File: config.mk
export PLATFORM = sky130hd
export DESIGN_NAME = cell_tx_arbiter
export DESIGN_NICKNAME = d
export VERILOG_FILES = /design/src/rtl/cell_tx_arbiter.sv
export SDC_FILE = /design/constraint.sdc
export NUM_CORES = 1
export LEC_CHECK = 0
export ABC_AREA = 1
export CORE_AREA = 2 2 116 118
export CTS_BUF_LIST = sky130_fd_sc_hd__clkbuf_4 sky130_fd_sc_hd__clkbuf_8
export CTS_CLUSTER_SIZE = 24
export DETAILED_ROUTE_END_ITERATION = 6
export DIE_AREA = 0 0 118 120
export DONT_BUFFER_PORTS = 1
export PLACE_DENSITY = 0.59
export SYNTH_ARGS = -nofsm -noshare
export SYNTH_HDL_FRONTEND = slang
export SYNTH_SLANG_ARGS = --single-unit
File: constraint.sdc
create_clock -name clk -period 1.94 [get_ports clk]
set_clock_uncertainty 0.2 [all_clocks]
set_input_delay 0.582 -clock clk [delete_from_list [all_inputs] [get_ports clk]]
set_output_delay 0.582 -clock clk [all_outputs]
set_load 0.01 [all_outputs]
File: src/rtl/cell_tx_arbiter.sv
// Packet-atomic two-source arbiter for one cell-link Aurora TX stream.
// Validates header magic, drops bad packets, aborts stalled ones, keeps per-source statistics.
module cell_tx_arbiter #(
    parameter logic [15:0] MAGIC      = 16'hA5BE,
    parameter int unsigned TIMEOUT    = 64,
    parameter logic [31:0] ABORT_WORD = 32'hDEADDEAD,
    parameter int unsigned CNTW       = 16
) (
    input  logic            clk,
    input  logic            rst_n,
    input  logic [31:0]     loc_tdata,
    input  logic            loc_tlast,
    input  logic            loc_tvalid,
    output logic            loc_tready,
    input  logic [31:0]     fwd_tdata,
    input  logic            fwd_tlast,
    input  logic            fwd_tvalid,
    output logic            fwd_tready,
    output logic [31:0]     out_tdata,
    output logic            out_tlast,
    output logic            out_tvalid,
    input  logic            out_tready,
    output logic            busy,
    output logic [CNTW-1:0] cnt_loc,
    output logic [CNTW-1:0] cnt_fwd,
    output logic [CNTW-1:0] cnt_drop,
    output logic [CNTW-1:0] cnt_abort
);

    localparam int unsigned TW = (TIMEOUT > 2) ? $clog2(TIMEOUT) : 1;

    typedef enum logic [2:0] {IDLE, PASS, ABORT, FLUSH, DROP} state_t;

    state_t        state, state_nxt;
    logic          grant, grant_nxt;
    logic          last_grant, last_grant_nxt;
    logic [TW-1:0] tmo, tmo_nxt;

    logic          sel;
    logic          g_ready;
    logic [31:0]   g_tdata;
    logic          g_tlast, g_tvalid;
    logic          inc_loc, inc_fwd, inc_drop, inc_abort;

    assign g_tdata  = grant ? fwd_tdata  : loc_tdata;
    assign g_tlast  = grant ? fwd_tlast  : loc_tlast;
    assign g_tvalid = grant ? fwd_tvalid : loc_tvalid;
    assign busy     = (state != IDLE);

    always_ff @(posedge clk or negedge rst_n) begin
        if (!rst_n) begin
            state      <= IDLE;
            grant      <= 1'b0;
            last_grant <= 1'b1;
            tmo        <= '0;
        end else begin
            state      <= state_nxt;
            grant      <= grant_nxt;
            last_grant <= last_grant_nxt;
            tmo        <= tmo_nxt;
        end
    end

    always_comb begin
        state_nxt      = state;
        grant_nxt      = grant;
        last_grant_nxt = last_grant;
        tmo_nxt        = tmo;
        sel            = 1'b0;
        g_ready        = 1'b0;
        out_tdata      = '0;
        out_tlast      = 1'b0;
        out_tvalid     = 1'b0;
        inc_loc        = 1'b0;
        inc_fwd        = 1'b0;
        inc_drop       = 1'b0;
        inc_abort      = 1'b0;

        case (state)
            IDLE: begin
                tmo_nxt = '0;
                if (loc_tvalid || fwd_tvalid) begin
                    // On a tie the source that did not win last time gets the link
                    sel            = (loc_tvalid && fwd_tvalid) ? ~last_grant : fwd_tvalid;
                    grant_nxt      = sel;
                    last_grant_nxt = sel;
                    if ((sel ? fwd_tdata[31:16] : loc_tdata[31:16]) == MAGIC)
                        state_nxt = PASS;
                    else
                        state_nxt = DROP;
                end
            end
            PASS: begin
                out_tdata  = g_tdata;
                out_tlast  = g_tlast;
                out_tvalid = g_tvalid;
                g_ready    = out_tready;
                if (g_tvalid && out_tready && g_tlast) begin
                    inc_loc   = ~grant;
                    inc_fwd   = grant;
                    state_nxt = IDLE;
                end else if (!g_tvalid) begin
                    if (tmo == TW'(TIMEOUT - 1))
                        state_nxt = ABORT;
                    else
                        tmo_nxt = tmo + TW'(1);
                end else begin
                    tmo_nxt = '0;
                end
            end
            ABORT: begin
                out_tvalid = 1'b1;
                out_tlast  = 1'b1;
                out_tdata  = ABORT_WORD;
                if (out_tready) begin
                    inc_abort = 1'b1;
                    state_nxt = FLUSH;
                end
            end
            FLUSH: begin
                g_ready = 1'b1;
                if (g_tvalid && g_tlast)
                    state_nxt = IDLE;
            end
            DROP: begin
                g_ready = 1'b1;
                if (g_tvalid && g_tlast) begin
                    inc_drop  = 1'b1;
                    state_nxt = IDLE;
                end
            end
            default: state_nxt = IDLE;
        endcase

        loc_tready = g_ready & ~grant;
        fwd_tready = g_ready & grant;
    end

    // Statistics saturate at all-ones
    always_ff @(posedge clk or negedge rst_n) begin
        if (!rst_n) begin
            cnt_loc   <= '0;
            cnt_fwd   <= '0;
            cnt_drop  <= '0;
            cnt_abort <= '0;
        end else begin
            if (inc_loc && (cnt_loc != '1))
                cnt_loc <= cnt_loc + CNTW'(1);
            if (inc_fwd && (cnt_fwd != '1))
                cnt_fwd <= cnt_fwd + CNTW'(1);
            if (inc_drop && (cnt_drop != '1))
                cnt_drop <= cnt_drop + CNTW'(1);
            if (inc_abort && (cnt_abort != '1))
                cnt_abort <= cnt_abort + CNTW'(1);
        end
    end

endmodule

# Word-level counts from Yosys, hierarchy flattened
# Index checks and enable logic that the tools add are counted.
dict set report totals {
  mem_bits_ro 0
  ff_bits 75
  latch_bits 0
  memories 0
  ramBits 0
  inputBits 71
  output_inout_bits 101
  elab_cells 79
}
dict set report op_classes {
  eq_ne 17
  reduce_logical 16
  mux 29
  bitwise 4
  div_mod_pow 0
  order_cmp 0
  addsub 5
  mul 0
  shifts 0
}
# cell n
set ops {}
lappend ops {{$add 16x1->16 const B} 4}
lappend ops {{$ne 16x16->1 const B} 4}
lappend ops {{$pmux 32 s2} 1}
lappend ops {{$mux 32} 1}
lappend ops {{$mux 3} 7}
lappend ops {{$mux 6} 3}
lappend ops {{$eq 16x16->1 const B} 1}
lappend ops {{$mux 16} 1}
lappend ops {{$pmux 3 s4} 1}
lappend ops {{$pmux 6 s2} 1}
lappend ops {{$mux 1} 11}
lappend ops {{$ne 3x3->1 const B} 3}
lappend ops {{$logic_and 1x1->1} 8}
lappend ops {{$add 6x1->6 const B} 1}
lappend ops {{$eq 3x2->1 const B} 2}
lappend ops {{$eq 6x6->1 const B} 1}
lappend ops {{$ne 2x2->1 const B} 3}
lappend ops {{$pmux 1 s2} 3}
lappend ops {{$reduce_and 5->1} 1}
lappend ops {{$eq 3x1->1 const B} 1}
lappend ops {{$eq 3x3->1 const B} 1}
lappend ops {{$logic_not 3->1} 1}
lappend ops {{$reduce_and 3->1} 1}
lappend ops {{$reduce_bool 3->1} 1}
lappend ops {{7 further kinds} 9}

# Longest topological paths before layout
dict set report logic_depth {
  word_depth 7
  ltp_mapped 11
  ltp_nobuf 10
}

# Least setup slack after synthesis
# No wires, ideal clock.
dict set report synth_timing {
  path_type {reg2out}
  start {reg state[2]}
  end {out out_tdata[16]}
  n_path_buf 1
  slack_ns -0.235
  t_required_ns 1.158
  path_stages_with_launch 7
  arrival_time_ns 1.393
  cell_sequence {dfrtp_1 inv_2 nand3_1 inv_1 clkbuf_1 o21ai_0 o21ai_0}
}
dict set report synth_via {
  elab_chain_cells 2
  elab_cells_between_ends 3
  classes_between {eq/ne (2); mux (1)}
}
# item line
set synth_lines {}
lappend synth_lines {{start, declared} 34} ;# state_t state, state_nxt;
lappend synth_lines {{start signal, assigned} 57} ;# state <= state_nxt;
lappend synth_lines {{$eq 3x2->1 or $eq 3x1->1 (tied branches)} 79} ;# case (state)
lappend synth_lines {{$pmux 32 s2 *} 79}
lappend synth_lines {{end, declared} 19} ;# output logic [31:0] out_tdata,
# Mark *: on every way between the ends. The rest lies on a longest branch, timed or not.

# Worst setup path after layout
dict set report layout_timing {
  start {reg state[2]}
  end {out out_tdata[26]}
}
# The elaborated chain is that of the path after synthesis.

==> reports/summary.json <==
{
  "yosys.cell_types.count": {"value": 31},
  "unrepaired_setup_endpoints_after_global_routing": {"value": "true"},
  "power.total": {"value": 7.113, "unit": "mW"},
  "finalCriticalPeriod": {"value": 2.333, "unit": "ns"},
  "post_dp_cell_area": {"value": 0.006076, "unit": "sq mm"},
  "clock-root-buffer": {"value": "clkbuf_8"},
  "layout_overhead_on_the_synthesized_area": {"value": 47.00, "unit": "%"},
  "rr_worst_depth": {"value": 10},
  "post-route-cell-area": {"value": 0.007451, "unit": "sq mm"},
  "fmax": {"value": 428.6, "unit": "MHz"},
  "critical_path.most_common_cell": {"value": "o21ai_2"},
  "hold_ws": {"value": -0.2819, "unit": "ns"},
  "reg2reg_to": {"value": "cnt_loc[6]"},
  "drt_pre_antenna_iters": {"value": 6},
  "status": {"value": "finished, violations left"},
  "pwr-share-clk": {"value": 0.175},
  "leakage": {"value": 3.384, "unit": "nW"},
  "total_power_divided_by_cell_area": {"value": 954.6, "unit": "mW/mm^2"},
  "first_global_vias": {"value": 5340},
  "power_frac_seq": {"value": 0.303},
  "place.detailed.hpwl": {"value": 11450, "unit": "microns"},
  "critical_path_arrival": {"value": 1.55, "unit": "ns"},
  "io_pins": {"value": 172},
  "synth_cells": {"value": 740},
  "timing.slew.headroom": {"value": 0.6725},
  "syn_nets": {"value": 816},
  "power_switching_share": {"value": 0.4401},
  "synth_area_per_cell": {"value": 6.849, "unit": "sq um"},
  "critical_path_cell_sequence": {"value": "inv_2 > nand3_4 > inv_4 > o21ai_2 > o21ai_2 > buf_4 > buf_6"},
  "clkSinkCount": {"value": 75},
  "max-vdd-ir-drop": {"value": 498.6, "unit": "uV"},
  "floorplan.core_area": {"value": 0.01298, "unit": "sq mm"},
  "detailedRoute.firstIterationViolations": {"value": 241},
  "n_antenna_cell": {"value": 0},
  "place_congestion": {"value": 0.8619},
  "postRouteWirelength": {"value": 16690, "unit": "microns"},
  "worstSetupPathType": {"value": "flop to output port"},
  "number_of_warnings_reported_in_the_yosys_synthesis_log": {"value": 0},
  "io_buffer_count": {"value": 0},
  "fin_crit_sh": {"value": 1.203},
  "slowest_stage": {"value": "dfrtp_1"},
  "r2r_slack": {"value": -0.18, "unit": "ns"},
  "fp.dieArea": {"value": 0.01416, "unit": "sq mm"},
  "report.final.slew_viol_count": {"value": 0},
  "cp_slowest_stage_delay": {"value": 0.39, "unit": "ns"},
  "share_of_synthesized_registers_carrying_an_async_set_or_reset": {"value": 1.000},
  "required": {"value": 1.16, "unit": "ns"},
  "preCtsSetupSlack": {"value": -0.1408, "unit": "ns"},
  "htree_levels": {"value": 3},
  "post_synthesis_sequential_area_ratio": {"value": 0.3705},
  "vias": {"value": 5468},
  "worstPathMaxFanout": {"value": 4},
  "intPower": {"value": 3.983, "unit": "mW"},
  "min-delay-path-class": {"value": "input port to asynchronous set/reset pin"},
  "clock_insertion_delay_at_the_later_pin_of_the_skew_report": {"value": 0.36, "unit": "ns"},
  "via_per_inst": {"value": 5.273},
  "violations": {"value": "hold timing, setup timing"},
  "clk_transition_reported_paths": {"value": 0.08, "unit": "ns"},
  "cts-buffers-inserted": {"value": 9},
  "drv_cap": {"value": 0},
  "initial_core_util": {"value": 0.3905},
  "final_util": {"value": 0.5740},
  "drt.antenna.violating_nets": {"value": 0},
  "grt_usage": {"value": 0.2194},
  "initial_antenna_violation_count": {"value": 0},
  "die_width": {"value": 118, "unit": "microns"},
  "drt-wirelength-per-cell": {"value": 16.10, "unit": "microns"},
  "mappedNetlistArea": {"value": 0.005069, "unit": "sq mm"},
  "number_of_buffers_on_the_longest_clock_path": {"value": 2},
  "worst_setup_path_end_kind": {"value": "output port"},
  "drive_gt1_frac": {"value": 0.3368},
  "ys_ff_latch": {"value": 75},
  "combinationalPowerShare": {"value": 0.521},
  "cts_tree": {"value": "yes"},
  "grt.overflow.total": {"value": 0},
  "critPathTopFamily": {"value": "buffers and inverters"},
  "ys.flop_type": {"value": "dfrtp_1"},
  "critical_path.startpoint_type": {"value": "flop"},
  "worstPathBufferInverterCount": {"value": 4},
  "post-route-worst-setup-slack": {"value": -0.3931, "unit": "ns"},
  "final_hold_viol_count": {"value": 75},
  "regToRegStartpoint": {"value": "grant"},
  "nets": {"value": 932},
  "total_switching_power": {"value": 3.130, "unit": "mW"},
  "number_of_enable_flip_flop_cells_after_synthesis": {"value": 0},
  "num_rows": {"value": 42},
  "grt_start_max_net_pins": {"value": 76},
  "timing.final.setup_violations": {"value": 84},
  "remaining_drc_errors": {"value": 0},
  "die_y": {"value": 120, "unit": "microns"},
  "grt_first_pass_wirelength": {"value": 25360, "unit": "microns"},
  "tightestPinTransition": {"value": 0.4875, "unit": "ns"}
}
Yosys cell counts, types with 3 or more instances:
library cell,count,share of area
ha_1,5,0.012
nor3_2,5,0.0099
buf_1,4,0.0030
inv_1,65,0.048
inv_2,3,0.0022
nand3b_1,4,0.0059
o21ai_1,16,0.016
nand2_1,225,0.17
clkbuf_1,5,0.0037
buf_6,4,0.0089
xor2_1,28,0.048
nand3_1,52,0.051
o21ai_0,38,0.038
xnor2_1,17,0.029
nor3_1,25,0.025
nor2_1,108,0.080
buf_2,6,0.0059
o31ai_1,14,0.021
nand4_1,21,0.026
dfrtp_1,74,0.37
a21oi_1,8,0.0079
flip-flops by register name, summed over array words and instances (netlist names):
signal      cells
state           3
cnt_abort      16
cnt_loc        16
grant           1
tmo             6
last_grant      1
cnt_drop       16
cnt_fwd        16
cell type report:
| class | instances | area [sq um] |
|---|---|---|
| tap | 176 | 220.2 |
| inverter | 69 | 289.0 |
| clock buffer | 10 | 137.6 |
| timing repair inverter | 3 | 28.78 |
| timing repair buffer | 122 | 1226 |
| sequential | 75 | 1881 |
| fill | 1170 | 5529 |
| clock inverter | 6 | 65.06 |
| multi-input combinational | 576 | 3603 |
cells in the final DEF, fill, tap and decap left out, types with 2 or more instances in the layout:
cell / n
a21oi_2: 3
a21oi_4: 4
buf_12: 10
buf_16: 2
buf_4: 80
buf_6: 24
buf_8: 3
clkbuf_16: 2
clkbuf_8: 10
clkinv_4: 2
clkinvlp_4: 4
dfrtp_1: 72
dfrtp_2: 2
ha_1: 4
inv_1: 59
inv_2: 4
inv_4: 3
inv_6: 2
nand2_1: 183
nand2_2: 26
nand2_4: 18
nand3_1: 44
nand3_2: 5
nand3_4: 6
nand3b_1: 4
nand4_1: 21
nor2_1: 94
nor2_2: 8
nor2_4: 9
nor3_1: 20
nor3_2: 3
nor3_4: 7
o21ai_0: 7
o21ai_1: 17
o21ai_2: 27
o21ai_4: 4
o31ai_4: 12
xnor2_1: 17
xor2_1: 27
worst max path at each step:
stage | startpoint | cells past startpoint | endpoint
2_1_floorplan | state[1] | 6 | out_tdata[19]
3_3_place_gp | state[1] | 7 | out_tdata[26]
3_5_place_dp | state[1] | 7 | out_tdata[26]
4_1_cts | state[2] | 7 | out_tdata[26]
5_1_grt | state[2] | 7 | out_tdata[26]
6_report | state[2] | 7 | out_tdata[26]
metrics by stage:
stage | instances | TNS (ns)
final | 1037 | -15.48
after global placement | 986 | -0.2193
after global routing | 1037 | -21.95
after detailed placement | 986 | -0.6776
after floorplan | 740 | -0.1649
after CTS | 1017 | -12.22
power groups by stage:
stage	combinational [mW]	sequential (mW)	clock, mW
after floorplan	1.50	2.20	0
after global placement	2.39	2.15	0
after detailed placement	2.47	2.17	0
after CTS	3.04	2.15	1.28
after global routing	3.99	2.20	1.35
final	3.71	2.16	1.25
what timing repair did:
| item | in CTS | in global routing |
|---|---|---|
| resized for setup | 86 | 152 |
| endpoints found under the setup margin | 51 | 106 |
| gates cloned | 2 | 7 |
| buffers inserted | 13 | 19 |
| pin swaps | 15 | 37 |
| endpoints found under the hold margin | 75 | 75 |
worst reg2reg max path: cells and delay by family (launching register included):
| family | cells | cell delay [ns] |
|---|---|---|
| flip-flops | 1 | 0.46 |
| buffers and inverters | 4 | 0.65 |
| AO/OA/AOI/OAI | 2 | 0.22 |
| AND/OR/NAND/NOR | 4 | 0.48 |
routing by layer:
metal	track usage	part of all wire	vias up
met4	0.07003	0.020	0
met2	0.3859	0.51	195
li1	-	-	2635
met1	0.2603	0.40	2609
met5	0	0	-
met3	0.05989	0.069	29
logic make-up (layout without fill, tap and decap cells):
| kind of cell | count (synthesis) | in the layout | share of synthesized area |
|---|---|---|---|
| fa+ha+maj | 5 | 5 | 0.01234 |
| xor+xnor | 45 | 45 | 0.07776 |
| flops | 75 | 75 | 0.3705 |
| simple gates | 449 | 449 | 0.3811 |
| buf+inv | 89 | 210 | 0.07455 |
| compound gates | 77 | 77 | 0.08368 |
(Power assumes the default switching activity.)
